## config.mk

```make
export PLATFORM = sky130hd
export DESIGN_NAME = quad_decoder
export DESIGN_NICKNAME = d
export VERILOG_FILES = /design/src/rtl/qdec_pkg.sv /design/src/rtl/qdec_sync.sv /design/src/rtl/quad_decoder.sv
export SDC_FILE = /design/constraint.sdc
export NUM_CORES = 1
export LEC_CHECK = 0
export ABC_AREA = 1
export ABC_CLOCK_PERIOD_IN_PS = 2500
export BUFFER_PORTS_ARGS = -buffer_cell sky130_fd_sc_hd__buf_2
export CORE_UTILIZATION = 55
export CTS_CLUSTER_SIZE = 20
export DETAILED_ROUTE_END_ITERATION = 8
export GPL_TIMING_DRIVEN = 0
export PLACE_DENSITY = 0.75
export SLEW_MARGIN = 20
export SYNTH_ARGS = -nofsm -noshare
export SYNTH_HDL_FRONTEND = slang
export SYNTH_SLANG_ARGS = --single-unit
```

## constraint.sdc

```tcl
create_clock -name clk -period 2.5 [get_ports clk]
set_input_delay 0.125 -clock clk [delete_from_list [all_inputs] [get_ports clk]]
set_output_delay 0.125 -clock clk [all_outputs]
set_load 0.02 [all_outputs]
```

## src/rtl/qdec_pkg.sv

```systemverilog
// Shared types and the phase-transition decode for the quadrature decoder.
// Phases are packed as {a, b}.
package qdec_pkg;

    typedef enum logic [0:0] {PRIME, TRACK} qdec_state_t;

    typedef logic [1:0] phase_t;

    // Returns {valid, up}. valid=0 when nothing changed or both bits flipped.
    // For a single-bit change, up = prev[1] ^ cur[0]. This walks the
    // 00->01->11->10->00 cycle forward.
    function automatic logic [1:0] qdec_dir(phase_t prev, phase_t cur);
        logic valid;
        logic up;
        valid = ^(prev ^ cur);
        up    = prev[1] ^ cur[0];
        return {valid, valid & up};
    endfunction

endpackage

```

## src/rtl/qdec_sync.sv

```systemverilog
// Multi-flop synchronizer for a single asynchronous input bit.
module qdec_sync #(
    parameter int unsigned STAGES = 2
) (
    input  logic clk,
    input  logic rst,
    input  logic d,
    output logic q
);

    logic [STAGES-1:0] sync_q;
    logic [STAGES-1:0] sync_d;

    always_comb begin
        sync_d = {sync_q[STAGES-2:0], d};
    end

    always_ff @(posedge clk or negedge rst) begin
        if (!rst) begin
            sync_q <= '0;
        end else begin
            sync_q <= sync_d;
        end
    end

    assign q = sync_q[STAGES-1];

endmodule

```

## src/rtl/quad_decoder.sv

```systemverilog
// Quadrature decoder: turns synchronized a/b phase changes into step/ud pulses and a wrapping count.
// Define QDEC_ERR_EN to get a sticky err flag on illegal (two-bit) transitions; otherwise err stays 0.
module quad_decoder
    import qdec_pkg::*;
#(
    parameter int unsigned WIDTH       = 8,
    parameter int unsigned SYNC_STAGES = 2
) (
    input  logic             clk,
    input  logic             rst,
    input  logic             a,
    input  logic             b,
    input  logic             en,
    input  logic             clr,
    output logic             step,
    output logic             ud,
    output logic [WIDTH-1:0] cont,
    output logic             err
);

    localparam int unsigned CNT_W = $clog2(SYNC_STAGES + 1);

    logic        sa;
    logic        sb;
    phase_t      s;

    qdec_state_t state_q,     state_d;
    logic [CNT_W-1:0] prime_cnt_q, prime_cnt_d;
    phase_t      prev_q,      prev_d;
    logic        step_q,      step_d;
    logic        ud_q,        ud_d;
    logic [WIDTH-1:0] cont_q, cont_d;
    logic        err_q,       err_d;
    logic [1:0]  dir;

    qdec_sync #(.STAGES(SYNC_STAGES)) u_sync_a (
        .clk (clk),
        .rst (rst),
        .d   (a),
        .q   (sa)
    );

    qdec_sync #(.STAGES(SYNC_STAGES)) u_sync_b (
        .clk (clk),
        .rst (rst),
        .d   (b),
        .q   (sb)
    );

    assign s = {sa, sb};

    always_comb begin
        state_d     = state_q;
        prime_cnt_d = prime_cnt_q;
        prev_d      = prev_q;
        step_d      = 1'b0;
        ud_d        = ud_q;
        cont_d      = cont_q;
        err_d       = err_q;
        dir         = qdec_dir(prev_q, s);

        unique case (state_q)
            // Hold off until the synchronizer reflects the real pins, so a nonzero
            // phase at reset release is not counted.
            PRIME: begin
                if (prime_cnt_q == CNT_W'(SYNC_STAGES)) begin
                    prev_d  = s;
                    state_d = TRACK;
                end else begin
                    prime_cnt_d = prime_cnt_q + CNT_W'(1);
                end
            end
            TRACK: begin
                prev_d = s;
                if (dir[1] && en) begin
                    step_d = 1'b1;
                    ud_d   = dir[0];
                    cont_d = dir[0] ? cont_q + WIDTH'(1) : cont_q - WIDTH'(1);
                end
`ifdef QDEC_ERR_EN
                if ((prev_q ^ s) == 2'b11) begin
                    err_d = 1'b1;
                end
`endif
            end
        endcase

        // Clear wins over a same-cycle decode; the transition is still consumed via prev.
        if (clr) begin
            cont_d = '0;
            step_d = 1'b0;
            ud_d   = ud_q;
            err_d  = 1'b0;
        end
    end

    always_ff @(posedge clk or negedge rst) begin
        if (!rst) begin
            state_q     <= PRIME;
            prime_cnt_q <= '0;
            prev_q      <= '0;
            step_q      <= 1'b0;
            ud_q        <= 1'b0;
            cont_q      <= '0;
            err_q       <= 1'b0;
        end else begin
            state_q     <= state_d;
            prime_cnt_q <= prime_cnt_d;
            prev_q      <= prev_d;
            step_q      <= step_d;
            ud_q        <= ud_d;
            cont_q      <= cont_d;
            err_q       <= err_d;
        end
    end

    assign step = step_q;
    assign ud   = ud_q;
    assign cont = cont_q;
    assign err  = err_q;

endmodule

```

==> flow_metrics.tcl <==
set metrics [dict create \
    design_area_mm2 0.00129 \
    power_density_mw_per_mm2 604 \
    globalRouteTotalUtil 0.216 \
    cp-start-kind "flip-flop" \
    netlist_area_mm2 0.00113 \
    tns_ps 0 \
    hold_start "en" \
    critPathMaxFanout 10 \
    reg2regPathDepth 11 \
    syn_nets 164 \
    cts_buffers 3 \
    syn_area_per_cell_um2 7.53 \
    hold_class "in -> reg" \
    drc 0 \
    firstDrtPassIters 4 \
    post-synth-top-area-fraction 0.421 \
    drv_cap 0 \
    drive_gt1_frac 0.134 \
    rows 16 \
    min_to "step" \
    syn2layout_area_growth_pct 14.6 \
    peakVddDrop_mv 0.536 \
    grt_pass1_vias 804 \
    core_mm2 0.00194 \
    regArea_um2 475 \
    nFillCells 166 \
    status "complete, no violations" \
    wl_per_cell_um 11.1 \
    arrival_ps 2360 \
    cp_num_buf_inv 1 \
    antenna_found_initial 0 \
    port_buffers 15 \
    pin_count 17 \
    path_cells "inv_1 > nand2_1 > nand2_1 > nand2_1 > ha_1 > a21oi_1 > nand2_1 > a21oi_1 > nand2_1 > nand3_1 > nand2_1" \
    die_x_um 47.3 \
    overflow 0 \
    routed_wl_mm 2.21 \
    post-route-period-util 0.864 \
    reg2reg_slack_ps 340 \
    ys_ff_latch 19 \
    yosysSeqAreaShare 0.421 \
    initial_utilization 0.582 \
    gp_congestion 0.824 \
    postSynthCellCount 150 \
    critPathKind "reg -> reg" \
    fin_cells 199 \
    cp_top_family "simple AND/OR/NAND/NOR gates" \
    synthTopCellsByArea "dfrtp_1 (42%), nand2_1 (18%), ha_1 (7.8%), inv_1 (7.6%), nand3_1 (6.2%)" \
    finClkSkew_ps 3.72 \
    slowest_delay_ps 440 \
    cts.clk_slew.worst_paths_ps 110 \
    place_inst 192 \
    cp_common_cell "nand2_1" \
    final_cell_mix "nand2_1 (53), inv_1 (23), dfrtp_1 (19)" \
    finalSetupViolations 0 \
    whs_path_depth 3 \
    cts_buffer_depth 2 \
    holdWs_ps 180 \
    layout_commonest_cell "nand2_1" \
    finalHoldViolCount 0 \
    antenna_left 0 \
    timing.rr.start "prev_q[0]" \
    cts_sinks 19 \
    drv_slew 0 \
    yosysWarnings 0 \
    place_area_mm2 0.00124 \
    htreeDepth 1 \
    die_h_um 47.3 \
    insertion_delay_ps 300 \
    num_vias 979 \
    antenna_cells 0 \
    fmax_ghz 0.463 \
    synth_cell_types 21 \
    r2r-end "cont[7]" \
    cp.required_ps 2700 \
    rsz0062_at_grt "no" \
    yosysTopAreaCell "dfrtp_1" \
    hpwl_mm 1.63 \
    dieArea_mm2 0.00224 \
    cts_tree "done" \
    grt_max_degree 20 \
    finalCoreUtilization 0.667 \
    multi_input_comb_area_um2 553 \
    period_minus_slack_ps 2160 \
    p_leak_nw 0.752 \
    vias_per_cell 4.92 \
    critPathSlowestCell "dfrtp_1" \
    nets 187 \
    ctsResizeCount 0 \
    end_kind "flip-flop" \
    grt_first_pass_wirelength_mm 3.36 \
    first_iter_violations 15 \
    root_buffer "clkbuf_4" \
]
[final cells by class]
class                      instances  share of cell area
multi-input combinational        105               0.427
sequential                        19               0.367
timing repair buffer              18              0.0812
inverter                          25              0.0725
tap                               27              0.0261
clock buffer                       4              0.0203
buffer                             1             0.00580
[worst register-to-register path: stages, from the launching register on]
cell and delay [ps]:
dfrtp_1 440, inv_1 100, nand2_1 50, nand2_1 90
nand2_1 270, ha_1 450, a21oi_1 150, nand2_1 140
a21oi_1 180, nand2_1 70, nand3_1 80, nand2_1 50
[how the worst max path moves through the flow]
| stage | from | end | cells past startpoint |
|---|---|---|---|
| after global placement | u_sync_b.sync_q[1] | cont[7] | 11 |
| after global routing | u_sync_b.sync_q[1] | cont[7] | 11 |
| final | prev_q[0] | cont[7] | 11 |
| after CTS | prev_q[0] | cont[7] | 11 |
| after detailed placement | prev_q[0] | cont[7] | 11 |
| after floorplan | prev_q[0] | cont[7] | 11 |
[through the flow]
| step | power [mW] | worst slack (ps) |
|---|---|---|
| after floorplan | 0.558 | 723 |
| after global placement | 0.615 | 456 |
| after detailed placement | 0.628 | 394 |
| after CTS | 0.787 | 372 |
| after global routing | 0.836 | 157 |
| final | 0.782 | 341 |
[state kept, by name, summed over array words and instances (netlist names)]
signal and cells:
cont 8, prev_q 2, prime_cnt_q 2, state_q 1
step 1, u_sync_a.sync_q 2, u_sync_b.sync_q 2, ud 1
[cell families (layout without fill, tap and decap cells)]
group,after synthesis,count (layout),synth area share
AOI/OAI and AO/OA,12,12,0.0554
xor gates and xnor gates,4,4,0.0310
adders and majority gates,8,8,0.0952
buffers and inverters,26,48,0.0897
DFF,19,19,0.421
other,1,1,0.00332
and+or+nand+nor,80,80,0.305
[synthesized netlist by cell type]
master / instances
a21oi_1: 3
buf_4: 1
clkinv_1: 1
conb_1: 1
dfrtp_1: 19
fa_1: 1
ha_1: 7
inv_1: 23
inv_2: 1
nand2_1: 53
nand2_2: 1
nand3_1: 14
nand3_2: 1
nand3_4: 1
nand3b_1: 1
nor2_1: 9
o21ai_0: 7
o21ai_1: 1
o21bai_1: 1
xnor2_1: 1
xor2_1: 3
[timing repair]
| action | CTS | global route |
|---|---|---|
| hold endpoints to repair | 21 | 0 |
| buffers inserted | 0 | 0 |
| hold buffers | 3 | 0 |
[layer usage]
layer,routed length (µm),track usage
met5,0,0
met1,1050,0.298
met2,1100,0.356
met3,45,0.0231
met4,17,0.0686
[report_power, final]
| part | internal [mW] | switching, mW | total [mW] |
|---|---|---|---|
| registers | 0.332 | 0.0211 | 0.353 |
| logic | 0.101 | 0.174 | 0.275 |
| clock network | 0.0622 | 0.0930 | 0.155 |
No activity file was read; power rests on OpenSTA's default activity.
